`src/rtl/pipe_ctrl_seq.sv`:
```
// Pipeline control sequencer for the 5-stage core.
// Turns hazard-unit requests (taken branch in MEM, load-use in ID, HLT in ID)
// into per-stage write-enable / flush strobes, drains a halt through WB, and
// keeps a saturating count of load-use stall cycles for performance debug.
module pipe_ctrl_seq #(
    parameter int DRAIN_CYCLES = 3,
    parameter int CNT_W        = 16
) (
    input  logic             clk,
    input  logic             rst_n,
    input  logic             branch_taken,
    input  logic             loaduse,
    input  logic             halt_req,
    output logic             pc_wen,
    output logic             ifid_wen,
    output logic             ifid_flush,
    output logic             idex_flush,
    output logic             exmem_flush,
    output logic             stage_wen,
    output logic             halted,
    output logic [CNT_W-1:0] stall_cycles
);

    // Drain counter must hold DRAIN_CYCLES itself.
    localparam int CW = (DRAIN_CYCLES < 1) ? 1 : $clog2(DRAIN_CYCLES + 1);
    localparam logic [CW-1:0] DRAIN_LOAD = CW'(DRAIN_CYCLES);
    localparam logic [CW-1:0] CNT_ONE    = CW'(1);

    typedef enum logic [1:0] {
        ST_RUN    = 2'd0,
        ST_DRAIN  = 2'd1,
        ST_HALTED = 2'd2
    } state_t;

    state_t            state_reg, state_next;
    logic [CW-1:0]     cnt_reg, cnt_next;
    logic [CNT_W-1:0]  stall_reg, stall_next;

    // Un-gated strobe values; reset gating is applied at the ports.
    logic pc_wen_c, ifid_wen_c, ifid_flush_c, idex_flush_c, exmem_flush_c, stage_wen_c;
    logic stall_event;

    // State, drain counter and stall counter registers.
    always_ff @(posedge clk or negedge rst_n) begin
        if (!rst_n) begin
            state_reg <= ST_RUN;
            cnt_reg   <= '0;
            stall_reg <= '0;
        end else begin
            state_reg <= state_next;
            cnt_reg   <= cnt_next;
            stall_reg <= stall_next;
        end
    end

    // Next-state logic and per-stage strobes; branch always has highest priority
    // because the branch in MEM is older than anything behind it.
    always_comb begin
        state_next    = state_reg;
        cnt_next      = cnt_reg;
        stall_event   = 1'b0;
        pc_wen_c      = 1'b1;
        ifid_wen_c    = 1'b1;
        ifid_flush_c  = 1'b0;
        idex_flush_c  = 1'b0;
        exmem_flush_c = 1'b0;
        stage_wen_c   = 1'b1;

        case (state_reg)
            ST_RUN: begin
                if (branch_taken) begin
                    // Load branch target, squash the three younger instructions.
                    ifid_flush_c  = 1'b1;
                    idex_flush_c  = 1'b1;
                    exmem_flush_c = 1'b1;
                end else if (loaduse) begin
                    // Hold PC and IF/ID, insert a bubble into EX. A pending HLT
                    // simply stays in IF/ID and is seen again next cycle.
                    pc_wen_c     = 1'b0;
                    ifid_wen_c   = 1'b0;
                    idex_flush_c = 1'b1;
                    stall_event  = 1'b1;
                end else if (halt_req) begin
                    // HLT moves to ID/EX; stop fetching behind it.
                    pc_wen_c     = 1'b0;
                    ifid_flush_c = 1'b1;
                    cnt_next     = DRAIN_LOAD;
                    state_next   = ST_DRAIN;
                end
            end

            ST_DRAIN: begin
                if (branch_taken) begin
                    // An older taken branch squashes the HLT in flight.
                    ifid_flush_c  = 1'b1;
                    idex_flush_c  = 1'b1;
                    exmem_flush_c = 1'b1;
                    cnt_next      = '0;
                    state_next    = ST_RUN;
                end else begin
                    pc_wen_c     = 1'b0;
                    ifid_flush_c = 1'b1;
                    cnt_next     = cnt_reg - CNT_ONE;
                    if (cnt_reg <= CNT_ONE) begin
                        cnt_next   = '0;
                        state_next = ST_HALTED;
                    end
                end
            end

            ST_HALTED: begin
                pc_wen_c    = 1'b0;
                ifid_wen_c  = 1'b0;
                stage_wen_c = 1'b0;
            end

            default: begin
                state_next = ST_RUN;
                cnt_next   = '0;
            end
        endcase
    end

    // Saturating load-use stall counter.
    always_comb begin
        stall_next = stall_reg;
        if (stall_event && (stall_reg != {CNT_W{1'b1}})) begin
            stall_next = stall_reg + CNT_W'(1);
        end
    end

    // Strobes are forced low while reset is held. A flushed IF/ID must still be
    // written so the bubble actually lands.
    assign pc_wen       = rst_n & pc_wen_c;
    assign ifid_flush   = rst_n & ifid_flush_c;
    assign ifid_wen     = rst_n & (ifid_wen_c | ifid_flush_c);
    assign idex_flush   = rst_n & idex_flush_c;
    assign exmem_flush  = rst_n & exmem_flush_c;
    assign stage_wen    = rst_n & stage_wen_c;
    assign halted       = (state_reg == ST_HALTED);
    assign stall_cycles = stall_reg;

endmodule

```
`config.mk`:
```
export PLATFORM = sky130hd
export DESIGN_NAME = pipe_ctrl_seq
export DESIGN_NICKNAME = d
export VERILOG_FILES = /design/src/rtl/pipe_ctrl_seq.sv
export SDC_FILE = /design/constraint.sdc
export NUM_CORES = 1
export LEC_CHECK = 0
export CAP_MARGIN = 30
export CORE_AREA = 10 10 64 66
export CTS_CLUSTER_DIAMETER = 200
export DETAILED_ROUTE_END_ITERATION = 12
export DIE_AREA = 0 0 74 76
export SYNTH_ARGS = -nofsm -noshare
export SYNTH_HDL_FRONTEND = slang
export SYNTH_SLANG_ARGS = --single-unit
export TNS_END_PERCENT = 20
```
`constraint.sdc`:
```
create_clock -name clk -period 3.41 [get_ports clk]
set_input_delay 0.682 -clock clk [delete_from_list [all_inputs] [get_ports clk]]
set_output_delay 0.682 -clock clk [all_outputs]
set_load 0.02 [all_outputs]
```
* Word-level counts from Yosys, hierarchy flattened
Cells that the tools add are included.
** Cells by class
- Mux-type cells :: 31
- Reduce and logical (&&, ||, !) cells :: 5
- Equal/unequal tests :: 7
- Bitwise operators :: 8
- $lt $le $gt $ge :: 1
- $add $sub $neg :: 2
** Operators with widths (number)
- $mux W2 :: 10
- $add A16 B1 Y16 const B :: 1
- $ne A16 B16 Y1 const B :: 1
- $mux W1 :: 15
- $pmux W2 S3 :: 2
- $and A1 B1 Y1 :: 6
- $ne A2 B2 Y1 const B :: 3
- $pmux W1 S2 :: 3
- $reduce_and A5 Y1 :: 1
- $reduce_and A4 Y1 :: 1
- $ne A3 B3 Y1 const B :: 1
- $pmux W1 S3 :: 1
- $eq A2 B1 Y1 const B :: 1
- $eq A2 B2 Y1 const B :: 1
- $le A2 B1 Y1 const B :: 1
- $logic_not A2 Y1 :: 1
- $reduce_or A2 Y1 :: 1
- $sub A2 B1 Y2 const B :: 1
- $logic_and A1 B1 Y1 :: 1
- $not A1 Y1 :: 1
- $or A1 B1 Y1 :: 1
** Word-level totals
- Register bits :: 20
- Bits of input ports :: 5
- Word-level logic and storage cells :: 57
- Output and inout port bits :: 23

* Logic depth before layout (Yosys ltp)
- Word-level depth :: 6
- Depth in mapped cells :: 5
- Gate-level depth less buffers :: 5

* Worst setup path after synthesis
Ideal clock, no wire load.
- Path kind :: input -> register
- Start point :: input branch_taken
- End point :: register stall_reg[15], in the netlist stall_cycles[15]
- Arrival :: 1998 ps
- Path buffers :: 1
- Cell stages on the path :: 5
- Setup time :: 125 ps
- Data required time :: 3285 ps
- Path slack :: 1287 ps
- Cell sequence :: or4b_1 -> buf_2 -> nor4_4 -> nand3_1 -> mux2_2
** Between the ends
- Word-level cells in the longest chain between the ends :: 3
** Ends and longest elaborated chain
- start: declaration :: RTL line 11 : input logic branch_taken,
- $mux W1 :: RTL line 71 : if (branch_taken) begin
- $mux W1 :: RTL line 69 : case (state_reg)
- $logic_and A1 B1 Y1 :: RTL line 127 : if (stall_event && (stall_reg != {CNT_W{1'b1}})) begin
- end signal: assignment :: RTL line 52 : stall_reg <= stall_next;
- end: declaration :: RTL line 37 : logic [CNT_W-1:0] stall_reg, stall_next;
Every way passes these cells.
A chain may end at the register's enable or synchronous reset.

* Final worst setup path
- Start point :: input rst_n
- End point :: output ifid_flush
** Between the ends
- Word-level cells in the longest chain between the ends :: 1
** Ends and longest elaborated chain
- start: declaration :: RTL line 10 : input logic rst_n,
- $and A1 B1 Y1 :: RTL line 135 : assign ifid_flush = rst_n & ifid_flush_c;
- end: declaration :: RTL line 16 : output logic ifid_flush,
Every way passes these cells.

==> results_dict.tcl <==
set metrics [dict create \
    outcome "finished clean" \
    arrival_ns 2.33 \
    rsz0062_at_grt "false" \
    die_area_um2 5620 \
    synth.top_cell.area_share 0.462 \
    regArea_um2 500 \
    critical_path_required_ns 2.73 \
    tns_ns 0 \
    num_vias 921 \
    drcViolationCount 0 \
    synthMuxAreaShare 0.0416 \
    crit_path_start_kind "input pin" \
    vias_per_cell 5.35 \
    cts_hold_buf 0 \
    synth.area.top_cells "dfrtp_1 (46%), xor2_1 (8.1%), nand3_1 (4.6%)" \
    fill_cells 278 \
    hold_viol 0 \
    drive_gt1_frac 0.0935 \
    drt-initial-drc-count 50 \
    clock_sinks 20 \
    syn_area_um2 1080 \
    largest_reg_flops 16 \
    syn_to_final_growth_pct 33.8 \
    tightest_slew_ns 0.563 \
    post-synth-top-count-cell "dfrtp_1" \
    fmax_ghz 0.332 \
    dpl_worst_slack_ns 0.393 \
    cp_cell_sequence "clkdlybuf4s50_1 > nand2b_1 > a21oi_1 > clkdlybuf4s50_1" \
    cp_common_cell "clkdlybuf4s50_1" \
    clockBufferDepth 2 \
    start_util 0.370 \
    synth-adder-area-share 0.0116 \
    fp-row-count 20 \
    die_h_um 76 \
    fp.dieW_um 74 \
    fin_skew_ns 0.0161 \
    relSlewSlack 0.622 \
    routabilityCongestion 0.785 \
    hold_path_class "register to register" \
    cpPeakStageDelay_ns 0.68 \
    num_antenna_cells 0 \
    ys_ff_latch 20 \
    endpoint_kind "output pin" \
    drv_slew 0 \
    wirelength_mm 2.71 \
    grt_first_pass_wirelength_mm 4.54 \
    htree_levels 1 \
    antenna_found_initial 0 \
    synthesis.nets 115 \
    cts.repair.resized 0 \
    dp_hpwl_mm 2.05 \
    core_um2 2930 \
    grt_start_max_net_pins 17 \
    synthArstFlopShare 1.00 \
    numPortBuffers 27 \
    grt_usage 0.0978 \
    finalNetCount 146 \
    synth_compound_area_frac 0.0705 \
    synthTopCellsByCount "dfrtp_1 (20), nand3_1 (10), xor2_1 (10)" \
    seq_area_frac_synth 0.462 \
    wl_per_cell_um 15.7 \
    finalCritPeriodShare 0.884 \
    fin_crit_ns 3.01 \
    gr-total-overflow 0 \
    ant_nets 0 \
    postSynthCellCount 109 \
    synthXorXnorAreaFrac 0.0809 \
    synth_largest_area_cell "dfrtp_1" \
    synth.avg_cell_area_um2 9.93 \
    grt_pass1_vias 953 \
    synth_edf_count 0 \
    setup_viol 0 \
    worst_path_max_delay_cell "clkdlybuf4s50_1" \
    max-cap-violations 0 \
    worstPathMaxFanout 7 \
    numCtsBuffers 3 \
    path_clk_slew_ns 0.13 \
    firstDrtPassIters 4 \
    path_class "input pin to output pin" \
    io_pins 28 \
    p_leak_nw 0.662 \
    clk_latency_ns 0.31 \
    tritoncts "done" \
    finalWorstSetupSlack_ns 0.397 \
    multi_input_area_um2 557 \
    synth_cell_types 31 \
    cts_setup_buffers 0 \
    ys_warn_count 0 \
    cellPowerDensity_nw_per_um2 563 \
    synthSimpleGateAreaFrac 0.310 \
    synth_top_family_by_area "simple AND/OR/NAND/NOR gates" \
    synth_flop_cell "dfrtp_1" \
    worst_ir_drop_vdd_mv 0.349 \
    cts_root_buf "clkbuf_4" \
]
[layout make-up]
cell class | instances | area share
Inverter | 3 | 0.00778
Tap cell | 33 | 0.0285
Multi-Input combinational cell | 83 | 0.385
Sequential cell | 20 | 0.346
Clock inverter | 1 | 0.0207
Clock buffer | 3 | 0.0156
Timing Repair Buffer | 29 | 0.197
[per-stage QoR]
stage,area [um^2],util,hold WS (ns),cells,power (mW)
after floorplan,1080,-,0.386,109,0.495
after global routing,1450,0.494,0.547,172,0.866
after CTS,1450,0.494,0.525,172,0.825
after detailed placement,1400,0.476,0.515,168,0.626
final,1450,0.494,0.523,172,0.816
after global placement,1400,0.476,0.504,168,0.620
[final timing paths]
check | cells after the start | startpoint | end | slack (ns)
max reg2reg | 4 | state_reg[0] | stall_cycles[13] | 1.21
max in group asynchronous | 2 | rst_n | stall_cycles[15] | 2.23
min in group asynchronous | 1 | rst_n | state_reg[0] | 0.63
min | 1 | state_reg[1] | state_reg[0] | 0.52
min reg2reg | 1 | state_reg[1] | state_reg[0] | 0.52
max | 4 | rst_n | ifid_flush | 0.40
[metal layers]
metal  vias to the layer above  share of wire  GRT usage
met5                         -              0          0
met4                         0         0.0048     0.0336
met3                         2          0.083     0.0339
met2                        22           0.46      0.154
met1                       443           0.45      0.118
li1                        454              -          -
[kinds of logic (layout without fill, tap and decap cells)]
group	count (synthesis)	in the layout
simple gates	54	54
flops	20	20
compound gates	14	14
xor+xnor	10	10
buf+inv	6	36
mux	4	4
fa+ha+maj	1	1
[worst max-delay path, delay by kind of cell]
kind,cells,cell delay (ns)
buf+inv,2,1.32
simple gates,1,0.15
compound gates,1,0.17
[placed cells by master, fill, tap and decap left out]
cell type	Yosys	routed
inv_1	3	3
nand4_2	1	1
nand2_1	7	7
nand3_1	10	10
nor4b_1	2	2
o21a_1	1	1
a21oi_1	8	8
nand2b_1	2	2
or2b_1	2	2
nor4_4	2	2
and3_1	1	1
or3_1	1	1
or4b_1	1	1
nor2b_1	1	1
o211ai_1	1	1
nand4b_1	1	1
buf_4	0	2
ha_1	1	1
o21ai_0	3	3
nor2_1	9	9
nor4_1	3	3
a31oi_1	1	1
and4b_1	1	1
dfrtp_1	20	20
clkdlybuf4s50_1	0	27
bufinv_16	0	1
nor3_1	4	4
mux2_2	4	4
nand4_1	5	5
clkbuf_4	0	3
xor2_1	10	10
nand3b_1	1	1
[power by group]
part	switching [mW]	internal, mW	total, mW
clock network	0.0787	0.119	0.198
registers	0.0729	0.284	0.357
logic	0.133	0.128	0.261
total	0.285	0.531	0.816
(Power assumes the default switching activity.)
